## config.mk

```make
export PLATFORM = sky130hd
export DESIGN_NAME = stream_mux_rr
export DESIGN_NICKNAME = d
export VERILOG_FILES = /design/src/rtl/stream_mux_rr.sv
export SDC_FILE = /design/constraint.sdc
export NUM_CORES = 1
export LEC_CHECK = 0
export CORE_MARGIN = 2
export CORE_UTILIZATION = 25
export DETAILED_ROUTE_END_ITERATION = 10
export SYNTH_ARGS = -nofsm -noshare
export SYNTH_HDL_FRONTEND = slang
export SYNTH_SLANG_ARGS = --single-unit
```

## constraint.sdc

```tcl
create_clock -name clk -period 2.5 [get_ports clk]
set_input_delay 0.25 -clock clk [delete_from_list [all_inputs] [get_ports clk]]
set_output_delay 0.25 -clock clk [all_outputs]
set_load 0.03 [all_outputs]
```

## src/rtl/stream_mux_rr.sv

```systemverilog
// -----------------------------------------------------------------------------
// stream_mux_rr
//
// N-channel, W-bit streaming multiplexer with valid/ready handshakes on every
// input and on the single registered output (one cycle of latency). Selection
// is either fixed (software-driven `sel`) or round-robin across requesting
// channels. Once a channel wins with a non-last beat, it keeps the output
// until its `last` beat has been transferred.
//
// Ports
//   clk        system clock, all state on the rising edge
//   rst_n      asynchronous active-low reset (synchronous release expected)
//   mode       0 = fixed select via sel, 1 = round-robin
//   sel        channel chosen in fixed mode
//   in_data    channel i occupies bits [i*W +: W]
//   in_valid   per-channel beat valid
//   in_last    per-channel end-of-packet flag
//   in_ready   per-channel accept (one-hot or zero)
//   out_data   registered output beat
//   out_valid  output beat valid
//   out_last   end-of-packet flag of the output beat
//   out_ch     source channel of the output beat
//   out_ready  downstream accept
// -----------------------------------------------------------------------------
module stream_mux_rr #(
    parameter int N  = 4,
    parameter int W  = 8,
    parameter int SW = $clog2(N)
) (
    input  logic            clk,
    input  logic            rst_n,
    input  logic            mode,
    input  logic [SW-1:0]   sel,
    input  logic [N*W-1:0]  in_data,
    input  logic [N-1:0]    in_valid,
    input  logic [N-1:0]    in_last,
    output logic [N-1:0]    in_ready,
    output logic [W-1:0]    out_data,
    output logic            out_valid,
    output logic            out_last,
    output logic [SW-1:0]   out_ch,
    input  logic            out_ready
);

    typedef enum logic {
        IDLE   = 1'b0,
        LOCKED = 1'b1
    } state_t;

    state_t          state_reg, state_next;
    logic [SW-1:0]   lock_ch_reg, lock_ch_next;
    // Mode captured when a packet locks, so a mode change mid-packet cannot
    // alter how that packet's completion updates the round-robin pointer.
    logic            lock_mode_reg, lock_mode_next;
    logic [SW-1:0]   rr_ptr_reg, rr_ptr_next;

    logic [W-1:0]    out_data_reg, out_data_next;
    logic            out_valid_reg, out_valid_next;
    logic            out_last_reg, out_last_next;
    logic [SW-1:0]   out_ch_reg, out_ch_next;

    // ------------------------------------------------------------------
    // Round-robin candidates: slot gi holds channel (rr_ptr + 1 + gi) mod N,
    // so slot 0 is the highest-priority channel this cycle.
    // ------------------------------------------------------------------
    logic [SW-1:0]   rr_idx [N];
    logic [N-1:0]    rr_hit;
    logic            rr_found;
    logic [SW-1:0]   rr_ch;

    generate
        for (genvar gi = 0; gi < N; gi++) begin : g_rr_slot
            logic [SW:0] rr_sum;
            // rr_ptr < N, so the sum is below 2N and one subtraction wraps it.
            assign rr_sum      = {1'b0, rr_ptr_reg} + (SW+1)'(gi + 1);
            assign rr_idx[gi]  = (rr_sum >= (SW+1)'(N)) ? SW'(rr_sum - (SW+1)'(N))
                                                        : SW'(rr_sum);
            assign rr_hit[gi]  = in_valid[rr_idx[gi]];
        end
    endgenerate

    always_comb begin
        rr_found = 1'b0;
        rr_ch    = '0;
        // Walk from lowest priority to highest so the highest-priority hit wins.
        for (int k = N - 1; k >= 0; k--) begin
            if (rr_hit[k]) begin
                rr_found = 1'b1;
                rr_ch    = rr_idx[k];
            end
        end
    end

    // ------------------------------------------------------------------
    // Grant selection
    // ------------------------------------------------------------------
    logic            has_grant;
    logic [SW-1:0]   grant_ch;
    logic            sel_in_range;
    logic            load_ok;
    logic            xfer;
    logic            xfer_last;
    logic [W-1:0]    xfer_data;

    assign sel_in_range = ({1'b0, sel} < (SW+1)'(N));

    always_comb begin
        has_grant = 1'b0;
        grant_ch  = '0;
        if (state_reg == LOCKED) begin
            // The locked channel owns the output even through idle gaps.
            has_grant = 1'b1;
            grant_ch  = lock_ch_reg;
        end else if (mode) begin
            has_grant = rr_found;
            grant_ch  = rr_ch;
        end else begin
            has_grant = sel_in_range && in_valid[sel];
            grant_ch  = sel;
        end
    end

    assign load_ok = !out_valid_reg || out_ready;

    generate
        for (genvar gi = 0; gi < N; gi++) begin : g_ready
            // rst_n gating keeps every in_ready low while reset is held.
            assign in_ready[gi] = rst_n && has_grant && load_ok && (grant_ch == SW'(gi));
        end
    endgenerate

    assign xfer      = |(in_ready & in_valid);
    assign xfer_last = in_last[grant_ch];
    assign xfer_data = in_data[int'(grant_ch) * W +: W];

    // ------------------------------------------------------------------
    // Next-state and output-register logic
    // ------------------------------------------------------------------
    always_comb begin
        state_next     = state_reg;
        lock_ch_next   = lock_ch_reg;
        lock_mode_next = lock_mode_reg;
        rr_ptr_next    = rr_ptr_reg;
        out_data_next  = out_data_reg;
        out_valid_next = out_valid_reg;
        out_last_next  = out_last_reg;
        out_ch_next    = out_ch_reg;

        if (load_ok) begin
            out_valid_next = xfer;
            if (xfer) begin
                out_data_next = xfer_data;
                out_last_next = xfer_last;
                out_ch_next   = grant_ch;
            end
        end

        case (state_reg)
            IDLE: begin
                if (xfer) begin
                    if (xfer_last) begin
                        if (mode) begin
                            rr_ptr_next = grant_ch;
                        end
                    end else begin
                        state_next     = LOCKED;
                        lock_ch_next   = grant_ch;
                        lock_mode_next = mode;
                    end
                end
            end
            LOCKED: begin
                if (xfer && xfer_last) begin
                    state_next = IDLE;
                    if (lock_mode_reg) begin
                        rr_ptr_next = lock_ch_reg;
                    end
                end
            end
            default: begin
                state_next = IDLE;
            end
        endcase
    end

    always_ff @(posedge clk or negedge rst_n) begin
        if (!rst_n) begin
            state_reg     <= IDLE;
            lock_ch_reg   <= '0;
            lock_mode_reg <= 1'b0;
            // Pointer at the last channel gives channel 0 first priority.
            rr_ptr_reg    <= SW'(N - 1);
            out_data_reg  <= '0;
            out_valid_reg <= 1'b0;
            out_last_reg  <= 1'b0;
            out_ch_reg    <= '0;
        end else begin
            state_reg     <= state_next;
            lock_ch_reg   <= lock_ch_next;
            lock_mode_reg <= lock_mode_next;
            rr_ptr_reg    <= rr_ptr_next;
            out_data_reg  <= out_data_next;
            out_valid_reg <= out_valid_next;
            out_last_reg  <= out_last_next;
            out_ch_reg    <= out_ch_next;
        end
    end

    assign out_data  = out_data_reg;
    assign out_valid = out_valid_reg;
    assign out_last  = out_last_reg;
    assign out_ch    = out_ch_reg;

endmodule

```

# Word-level counts from Yosys, hierarchy flattened
# Cells that the tools add are included.
dict set report totals {
  reg_bits 18
  input_bits 46
  elab_cells 90
  out_inout_bits 16
}
dict set report classes {
  n_eq_ne 8
  n_shift 1
  n_reduce_logical 14
  addsub 8
  magnitude_cmp 10
  mux 38
  bitwise 3
}
# op n
set op_table {}
lappend op_table {{32-bit by 6-bit variable part select with 8-bit output} 1}
lappend op_table {{2-bit 2-to-1 mux} 15}
lappend op_table {{2-bit by 3-bit less-than comparator with 1-bit output (second input constant)} 6}
lappend op_table {{1-bit 2-to-1 mux} 15}
lappend op_table {{1-bit binary-select mux with 2-bit select} 6}
lappend op_table {{3-bit greater-or-equal comparator (second input constant)} 4}
lappend op_table {{2-bit by 1-bit subtractor with 2-bit output (second input constant)} 4}
lappend op_table {{1-bit logical AND} 7}
lappend op_table {{2-bit by 2-bit adder with 3-bit output (second input constant)} 2}
lappend op_table {{2-bit != test (second input constant)} 3}
lappend op_table {{5-bit AND reduction} 1}
lappend op_table {{4-bit bitwise AND} 1}
lappend op_table {{2-bit == test (second input constant)} 2}
lappend op_table {{2-bit by 1-bit != test with 1-bit output (second input constant)} 2}
lappend op_table {{2-bit one-hot mux with 2 select lines} 1}
lappend op_table {{4-bit OR reduction} 1}
lappend op_table {{2-bit by 1-bit adder with 3-bit output (second input constant)} 1}
lappend op_table {{2-bit by 3-bit adder with 3-bit output (second input constant)} 1}
lappend op_table {{3-bit AND reduction} 1}
lappend op_table {{2-bit by 1-bit == test with 1-bit output (second input constant)} 1}
lappend op_table {{2-bit logical NOT} 1}
lappend op_table {{1-bit inverter} 2}
lappend op_table {{1-bit one-hot mux with 2 select lines} 1}
lappend op_table {{2-bit AND reduction} 1}
lappend op_table {{2 further kinds} 2}

# Depth between registers and ports, before layout
# Gate-level depths: netlist of the first run.
dict set report logic_depth {
  depth_word 19
  mapped_depth 9
  ltp_nobuf 7
}

# Worst setup path before layout of the first run
# Ideal clock, no wire load.
dict set report synth_path {
  path_type {register to output}
  startpoint {reg rr_ptr_reg[0]}
  endpoint {out in_ready[0]}
  path_stages_with_launch 7
  path_buffers 1
  setup_slack_ns 0.043
  t_arrival_ns 2.207
  required_ns 2.250
  path_cell_list {dfstp_2 inv_1 a221o_1 a21oi_1 nor2_1 buf_2 nor3_1}
}
dict set report synth_between {
  elab_chain_len 14
  word_cells_on_any_way 40
  cone_classes {8 x add/sub; 4 x order compare; 24 x mux; 4 x reduce/logical}
}
# element line
set synth_rtl {}
lappend synth_rtl {{start: declaration} 55} ;# logic [SW-1:0] rr_ptr_reg, rr_ptr_next;
lappend synth_rtl {{start signal: assignment} 192} ;# rr_ptr_reg <= SW'(N - 1);
lappend synth_rtl {{start signal: assignment} 201} ;# rr_ptr_reg <= rr_ptr_next;
lappend synth_rtl {{2-bit by 3-bit adder with 3-bit output} 75} ;# assign rr_sum = {1'b0, rr_ptr_reg} + (SW+1)'(gi + 1);
lappend synth_rtl {{3-bit greater-or-equal comparator or 2-bit by 1-bit subtractor with 2-bit output (tied branches)} 76} ;# assign rr_idx[gi] = (rr_sum >= (SW+1)'(N)) ? SW'(rr_sum - (SW+1)'(N))
lappend synth_rtl {{2-bit 2-to-1 mux} 76}
lappend synth_rtl {{1-bit binary-select mux with 2-bit select} 78} ;# assign rr_hit[gi] = in_valid[rr_idx[gi]];
lappend synth_rtl {{1-bit 2-to-1 mux (not written as such)} 78}
lappend synth_rtl {{1-bit 2-to-1 mux (4 in a row)} 87} ;# if (rr_hit[k]) begin
lappend synth_rtl {{1-bit 2-to-1 mux} 114} ;# end else if (mode) begin
lappend synth_rtl {{1-bit 2-to-1 mux} 110} ;# if (state_reg == LOCKED) begin
lappend synth_rtl {{1-bit logical AND (2 in a row)} 128} ;# assign in_ready[gi] = rst_n && has_grant && load_ok && (grant_ch == SW'(gi));
lappend synth_rtl {{1-bit logical AND (*)} 128}
lappend synth_rtl {{end: declaration} 37} ;# output logic [N-1:0] in_ready,
# Mark *: on every way between the ends. The rest lies on a longest branch, timed or not. The select of a mux whose other input is x is not followed.

# Worst setup path after layout of the first run
# Ends and elaborated chain as after synthesis.

==> results of run 1 <==
## power breakdown
part	internal (mW)	total, mW	switching (mW)
registers	0.454	0.573	0.119
logic	0.909	1.76	0.848
clock network	0.107	0.191	0.0846
## layout make-up
class	count	area, um2
inverters	5	18.8
fillers	549	3130
clock buffers	3	41.3
repair buffers	84	787
well taps	72	90.1
flip-flops and latches	18	454
multi-input cells	107	948
## per-layer routing
| layer | global-route usage [%] | wire length, um | share of wire (%) |
|---|---|---|---|
| met1 | 14.7 | 1680 | 45 |
| met2 | 20.0 | 1680 | 45 |
| met3 | 3.86 | 314 | 8.4 |
| met4 | 4.14 | 52 | 1.4 |
| met5 | 0 | 0 | 0 |
## placed cells by master, fill, tap and decap left out, types with 2 or more instances in the layout
master and count:
a221oi_2 2, nand2b_1 3, o21a_1 3, mux2i_1 28
nand3_1 5, nand2_1 4, nand4_1 2, o21ai_0 5
nor2b_1 4, o211ai_1 3, mux2_4 6, dlygate4sd2_1 4
inv_1 5, mux2_2 7, nor2_1 9, dfstp_2 2
a21o_1 2, clkdlybuf4s50_1 52, or3_4 2, dfrtp_1 15
clkbuf_8 3, buf_4 25
## worst reg2reg max path, cell delays in order (launching register included)
cell and delay [ns]:
dfstp_2 0.59, o21a_1 0.17, a311o_1 0.26, o211ai_1 0.12
a2111oi_2 0.36, or2_4 0.31, nand3_1 0.15, mux2_2 0.29
## kinds of logic after synthesis
family	count (synthesis)	share of synthesized area, %
AO/OA/AOI/OAI	26	14.1
buffers and inverters	12	4.53
flip-flops	18	32.1
multiplexers	42	33.5
AND/OR/NAND/NOR	39	15.7
## final timing paths
check | startpoint | endpoint | slack, ns | depth (start not counted)
max reg2reg | rr_ptr_reg[1] | rr_ptr_reg[1] | 0.17 | 7
max | rr_ptr_reg[0] | in_ready[0] | 0.14 | 7
min reg2reg | lock_ch_reg[0] | lock_ch_reg[0] | 0.51 | 1
min in group clk | lock_ch_reg[0] | lock_ch_reg[0] | 0.51 | 1
min | rst_n | out_data[2] | 0.47 | 2
max in group asynchronous | rst_n | rr_ptr_reg[1] | 1.78 | 2
## what timing repair did
item | in CTS | in global routing
pin swaps | 0 | 1
setup endpoints to repair | 6 | 9
gates cloned | 0 | 0
gates resized for setup | 5 | 12
## metrics by stage
| step | hold WS (ns) | setup slack [ns] | cell area [um2] | setup TNS [ns] |
|---|---|---|---|---|
| floorplan | -0.0456 | 0.0429 | 1410 | 0 |
| global placement | 0.492 | -0.271 | 2240 | -2.66 |
| detailed placement | 0.491 | -0.292 | 2240 | -2.98 |
| CTS | 0.430 | 0.0154 | 2280 | 0 |
| global route | 0.483 | 0.0128 | 2340 | 0 |
| finish | 0.469 | 0.138 | 2340 | 0 |
==> impl_metrics.json, run 1 <==
{
  "path_clk_slew_ns": 0.06,
  "required_ns": 2.25,
  "ys_top_cells_by_count": "28 x mux2i_1, 16 x dfrtp_1, 10 x nor2_1, 7 x mux2_2",
  "grt_max_degree": 19,
  "grt.total_usage_pct": 12.1,
  "cts_made_buffers": 3,
  "synth_nets": 183,
  "synth_top_area_cell": "dfrtp_1",
  "hp-class": "in -> async",
  "fp.coreArea_um2": 5470,
  "synth_edf_count": 0,
  "post-route-util_pct": 42.8,
  "async_reset_ff_share_pct": 100,
  "cts_hold_buffers": 0,
  "place.detailed.hpwl_mm": 3.11,
  "vdd_drop_max_mv": 0.454,
  "power_density_nw_per_um2": 1080,
  "buffer_ports.inserted": 61,
  "dieArea_um2": 6250,
  "crit_chain": "inv_1 -> a221o_1 -> a21oi_4 -> nor2_2 -> buf_4 -> nor3_2 -> buf_4",
  "fin_worst_skew_ns": 0.00193,
  "synth-seq-cells": 18,
  "ys.flop_type": "dfrtp_1",
  "gp_congestion": 0.871,
  "die_w_um": 79.1,
  "ant_nets": 0,
  "synth_top_area_share_pct": 28.4,
  "fmax_mhz": 423,
  "grt_pass1_vias": 1325,
  "start_util_pct": 25.7,
  "synth.area.top_cells": "dfrtp_1 28%, mux2i_1 20%, mux2_4 6.4%",
  "synthToLayoutAreaGrowth_pct": 66.1,
  "avgSynthCellArea_um2": 10.3,
  "cp.arrival_ns": 2.11,
  "finalMaxSlewViolations": 0,
  "fp.dieH_um": 79.1,
  "nNetsFinal": 265,
  "yosys_warnings": 0,
  "start_kind": "register",
  "dp_cells": 286,
  "finalSetupViolCount": 0,
  "drtIter0Drc": 39,
  "ys_seq_area_share_pct": 32.1,
  "wl_per_cell_um": 12.9,
  "num_vias": 1329,
  "cts_tree": "done",
  "cts-root-buf": "clkbuf_8",
  "io_pins": 62,
  "vias_per_cell": 4.60,
  "final_layout_size_suffix_gt1_share_pct": 27.6,
  "antenna_cells": 0,
  "finalPower_mw": 2.52,
  "syn_inst": 137,
  "cts_htree_levels": 1,
  "wirelength_mm": 3.72,
  "status": "completed",
  "grt_setup_unrepaired": "false",
  "row_count": 27,
  "p_leak_nw": 1.03,
  "path_buf_inv": 3,
  "max_stage_delay_ns": 0.58,
  "drv_cap": 0,
  "tightest_slew_ns": 0.452,
  "critPathSlowestCell": "dfstp_2",
  "syn_area_um2": 1410,
  "crit_type": "reg -> out",
  "path_common_cell": "buf_4",
  "firstDrtPassIters": 4,
  "cts_max_path_buffers": 2,
  "timing.slew.headroom_pct": 69.6,
  "grt_overflow": 0,
  "ys_types": 38,
  "path_max_fanout": 8,
  "largest_reg_flops": 8,
  "drcViolationCount": 0,
  "critPathTopFamily": "compound AO/OA/AOI/OAI gates",
  "hold_viol": 0,
  "stdcell_count": 289,
  "cts.sink_count": 18,
  "layout_min_cycle_time_ns": 2.36,
  "crit_path_end_kind": "output port",
  "grt_pass1_wl_mm": 6.01,
  "antenna_found_initial": 0,
  "clock_latency_ns": 0.25,
  "layout_worst_path_cycle_share_pct": 94.5,
  "post-cts-setup-buffer-count": 0,
  "synth_most_common_cell": "mux2i_1"
}
Note: power is estimated with default switching activity, not from simulation.
==> run 2: changes to the inputs <==
Settings changed: GPL_ROUTABILITY_DRIVEN from default to 0.
==> run 2 against run 1 <==
Effect of this change:
- sequential power about the same
- count of clock-buffer cells in the layout grew 1
- critical path type is now in -> out
- sequential share of layout area up 0.13 points
- highest routed layer unchanged
- register-to-register slack hardly changed
==> impl_metrics.json, run 2 (synthesized netlist as in run 1, its figures left out) <==
{
  "fmax_mhz": 422,
  "io_pins": 62,
  "largest_reg_flops": 8,
  "hp-class": "in -> async",
  "vias_per_cell": 4.73,
  "fp.dieH_um": 79.1,
  "hold_viol": 0,
  "antenna_cells": 0,
  "num_vias": 1375,
  "timing.slew.headroom_pct": 69.1,
  "grt_pass1_wl_mm": 6.27,
  "path_max_fanout": 6,
  "final_common_cell": "clkdlybuf4s50_1",
  "grt_overflow": 0,
  "cp.arrival_ns": 2.12,
  "drtIter0Drc": 64,
  "fin_worst_skew_ns": 0.00150,
  "place.detailed.hpwl_mm": 3.22,
  "path_buf_inv": 3,
  "wirelength_mm": 3.87,
  "dp_cells": 287,
  "ant_nets": 0,
  "cts-root-buf": "clkbuf_8",
  "drv_cap": 0,
  "firstDrtPassIters": 4,
  "crit_path_end_kind": "output port",
  "nNetsFinal": 266,
  "cts_tree": "done",
  "p_leak_nw": 1.03,
  "cts_max_path_buffers": 2,
  "grt_pass1_vias": 1347,
  "finalSetupViolCount": 0,
  "final_cell_mix": "51 x clkdlybuf4s50_1, 28 x mux2i_1, 27 x buf_4",
  "synthToLayoutAreaGrowth_pct": 64.5,
  "drcViolationCount": 0,
  "crit_type": "in -> out",
  "clock_latency_ns": 0.25,
  "final_layout_size_suffix_gt1_share_pct": 25.6,
  "start_kind": "input pin",
  "post-cts-setup-buffer-count": 0,
  "stdcell_count": 291,
  "place_area_um2": 2250,
  "row_count": 27,
  "fin_area_um2": 2320,
  "die_w_um": 79.1,
  "max_stage_delay_ns": 0.52,
  "layout_min_cycle_time_ns": 2.37,
  "post-route-util_pct": 42.3,
  "required_ns": 2.25,
  "buffer_ports.inserted": 61,
  "crit_chain": "clkdlybuf4s50_1 -> mux4_2 -> or3_1 -> nand4_2 -> buf_4 -> or3_1 -> nor2_1 -> buf_4",
  "tightest_slew_ns": 0.459,
  "critPathSlowestCell": "clkdlybuf4s50_1",
  "wl_per_cell_um": 13.3,
  "cts_htree_levels": 1,
  "dieArea_um2": 6250,
  "finalMaxSlewViolations": 0,
  "path_clk_slew_ns": 0.06,
  "grt.total_usage_pct": 12.4,
  "vdd_drop_max_mv": 0.493,
  "power_density_nw_per_um2": 1100,
  "grt_max_degree": 19,
  "fp.coreArea_um2": 5470,
  "status": "completed",
  "layout_worst_path_cycle_share_pct": 94.8,
  "antenna_found_initial": 0,
  "cts.sink_count": 18,
  "critPathTopFamily": "buffers and inverters",
  "start_util_pct": 25.7,
  "cts_made_buffers": 3
}
run 2: cell type report:
class                   count  area, um2
inverters                   5       18.8
multi-input cells         107        911
clock buffers               4       55.1
fillers                   561       3160
repair buffers             85        790
well taps                  72       90.1
flip-flops and latches     18        453
run 2: routing by layer:
layer / GRT usage, % / vias to the layer above / wire (um)
li1: - / 677 / -
met1: 16.1 / 635 / 1690
met2: 21.4 / 61 / 1830
met3: 2.95 / 2 / 342
met4: 2.07 / 0 / 16
met5: 0 / - / 0
run 2: worst reg2reg max path, stage by stage (launching register included):
cell and delay, ns:
dfstp_2 0.60, nor3b_1 0.09, o211ai_1 0.22, nand4_1 0.19, a2111oi_2 0.43, or2_4 0.31, nand3_1 0.14, mux2_2 0.29
run 2: metrics by stage:
step	TNS, ns	hold slack [ns]	setup WS, ns	power (mW)
floorplan	0	-0.0456	0.0429	1.67
global placement	-2.24	0.482	-0.215	2.32
detailed placement	-2.59	0.494	-0.258	2.34
CTS	0	0.442	0.0616	2.58
global route	-0.000208	0.450	-0.000208	2.73
finish	0	0.430	0.129	2.56
run 2: final timing paths:
check / start / endpoint / slack, ns / cells past startpoint
max: sel[1] / in_ready[3] / 0.13 / 8
min: rst_n / out_data[2] / 0.43 / 2
max reg2reg: rr_ptr_reg[1] / rr_ptr_reg[1] / 0.16 / 7
max in group asynchronous: rst_n / rr_ptr_reg[0] / 1.82 / 2
min reg2reg: out_data[3] / out_data[3] / 0.51 / 1
min in group clk: out_data[3] / out_data[3] / 0.51 / 1
run 2: timing repair:
item / CTS / global route
cloned: 0 / 0
gates resized for setup: 7 / 2
hold buffers: 0 / 0
setup endpoints to repair: 6 / 1
run 2: where the power goes:
| part | switching, mW | total [mW] | internal, mW |
|---|---|---|---|
| sequential | 0.118 | 0.570 | 0.452 |
| combinational | 0.858 | 1.76 | 0.903 |
| clock | 0.0885 | 0.228 | 0.140 |
| total | 1.07 | 2.56 | 1.49 |
==> run 3: changes to the inputs <==
Settings changed: CELL_PAD_IN_SITES_DETAIL_PLACEMENT from default to 0, CELL_PAD_IN_SITES_GLOBAL_PLACEMENT from default to 1, PLACE_DENSITY_LB_ADDON from default to 0.1.
==> run 3 against run 2 <==
Effect of this change:
- die area unchanged
- core utilization is 1.6 points higher
- power increased by 3.8%
- combinational power increased by 5%
- register-to-register slack worse by 0.02 ns
- largest power group unchanged
- global-route usage increased by 1.7 points
- critical endpoint unchanged
- critical path type unchanged
- via count increased by 1.1%
- cell count grew 1.4%
- largest cell class unchanged
- clock skew is 0.0047 ns higher
- clock power grew 4%
- hold slack better by 0.032 ns
- worst setup slack worse by 0.016 ns
==> impl_metrics.json, run 3 (synthesized netlist as in run 1, its figures left out) <==
{
  "cts_hold_buffers": 0,
  "swShare_pct": 41.9,
  "vdd_drop_max_mv": 0.387,
  "synthToLayoutAreaGrowth_pct": 70.9,
  "firstDrtPassIters": 4,
  "antenna_found_initial": 0,
  "clock_latency_ns": 0.25,
  "pwr-share-seq_pct": 21.2,
  "cts_max_path_buffers": 2,
  "hp-class": "in -> async",
  "vias_per_cell": 4.71,
  "setup_tns_ns": 0,
  "drcViolationCount": 0,
  "cts_made_buffers": 3,
  "fillers": 536,
  "drv_cap": 0,
  "final_layout_size_suffix_gt1_share_pct": 30.0,
  "ant_nets": 0,
  "row_count": 27,
  "clkPwrFrac_pct": 9.0,
  "pwr-share-comb_pct": 69.8,
  "final_common_cell": "clkdlybuf4s50_1",
  "wirelength_mm": 4.19,
  "crit_path_end_kind": "output port",
  "place.detailed.hpwl_mm": 3.36,
  "timing.slew.headroom_pct": 77.6,
  "whs_ns": 0.462,
  "grt_max_degree": 19,
  "grt_pass1_wl_mm": 6.98,
  "antenna_cells": 0,
  "buffer_ports.inserted": 61,
  "start_util_pct": 25.7,
  "final_cell_mix": "53 x clkdlybuf4s50_1, 30 x buf_4, 28 x mux2i_1",
  "path_clk_slew_ns": 0.07,
  "die_w_um": 79.1,
  "grt_pass1_vias": 1510,
  "io_pins": 62,
  "post-route-util_pct": 44.0,
  "cp.arrival_ns": 2.14,
  "fp.coreArea_um2": 5470,
  "layout_worst_path_cycle_share_pct": 95.5,
  "grt.total_usage_pct": 14.1,
  "p_leak_nw": 1.07,
  "grt_overflow": 0,
  "multi_input_area_um2": 973,
  "drtIter0Drc": 37,
  "fmax_mhz": 419,
  "crit_type": "in -> out",
  "layout_min_cycle_time_ns": 2.39,
  "nNetsFinal": 270,
  "cts.sink_count": 18,
  "start_kind": "input pin",
  "intPower_mw": 1.54,
  "finalSetupViolCount": 0,
  "status": "completed",
  "hold_viol": 0,
  "required_ns": 2.25,
  "cts_tree": "done",
  "switchingPower_mw": 1.11,
  "tightest_slew_ns": 0.333,
  "reg2reg_slack_ns": 0.14,
  "seqCellArea_um2": 453,
  "wl_per_cell_um": 14.2,
  "largest_reg_flops": 8,
  "dieArea_um2": 6250,
  "cts-root-buf": "clkbuf_8",
  "path_max_fanout": 4,
  "grt_setup_unrepaired": "false",
  "cts_htree_levels": 1,
  "finalMaxSlewViolations": 0,
  "num_vias": 1390,
  "fp.dieH_um": 79.1,
  "power_density_nw_per_um2": 1100,
  "fin_worst_skew_ns": 0.00619
}
==> run 3: changes by cell type in the layout (fill, tap and decap cells not counted), sizes merged <==
cell | previous run | this run
or2 | 1 | 2
dlymetal6s2s | 1 | 4
clkdlybuf4s50 | 51 | 53
buf | 28 | 31
dlygate4sd2 | 5 | 0
==> run 3: worst max-delay path, stage by stage <==
cell             delay (ns)
clkdlybuf4s50_1        0.45
mux4_2                 0.47
or3_4                  0.36
nand4_4                0.13
buf_4                  0.15
or3_1                  0.12
nor2_1                 0.05
buf_4                  0.16
==> run 3: metrics by stage <==
step,cells,instance area [um2],setup WS (ns),power (mW)
floorplan,137,1410,0.0429,1.67
global placement,287,2240,-0.200,2.33
detailed placement,287,2240,-0.227,2.34
CTS,291,2330,0.0129,2.61
global route,295,2410,0.00213,2.84
finish,295,2410,0.114,2.66
==> run 3: area by class of cell <==
type                            instances  area share [%]
Sequential cell                        18            18.8
Inverter                                5           0.780
Tap cell                               72            3.74
Timing Repair Buffer                   88            33.9
Multi-Input combinational cell        108            40.4
Clock buffer                            4            2.29
==> run 3: what timing repair did <==
item / in CTS / in global routing
pin swaps: 0 / 6
buffers inserted: 0 / 3
gates resized for setup: 6 / 11
cloned: 0 / 1
endpoints found under the hold margin: 0 / 0
setup endpoints to repair: 3 / 16
==> run 3: path summary, 6_finish.rpt <==
kind	from	to	cells after the start
max	in_valid[0]	in_ready[3]	8
min	rst_n	out_data[1]	2
max reg2reg	rr_ptr_reg[0]	lock_mode_reg	7
min reg2reg	lock_ch_reg[0]	lock_ch_reg[0]	1
max in group asynchronous	rst_n	rr_ptr_reg[0]	2
min in group clk	in_valid[3]	out_ch[1]	5
==> run 3: per-layer routing <==
| layer | vias up | track usage (%) | wire (um) |
|---|---|---|---|
| met3 | 2 | 3.52 | 224 |
| met4 | 0 | 4.31 | 22 |
| met2 | 36 | 25.9 | 2220 |
| li1 | 688 | - | - |
| met1 | 664 | 15.9 | 1730 |
| met5 | - | 0 | 0 |
==> run 3: power by group through the flow <==
stage,Combinational [mW],Sequential [mW],Clock [mW]
floorplan,0.944,0.730,0
global placement,1.76,0.570,0
detailed placement,1.77,0.564,0
CTS,1.80,0.565,0.246
global route,2.00,0.588,0.260
finish,1.85,0.564,0.238
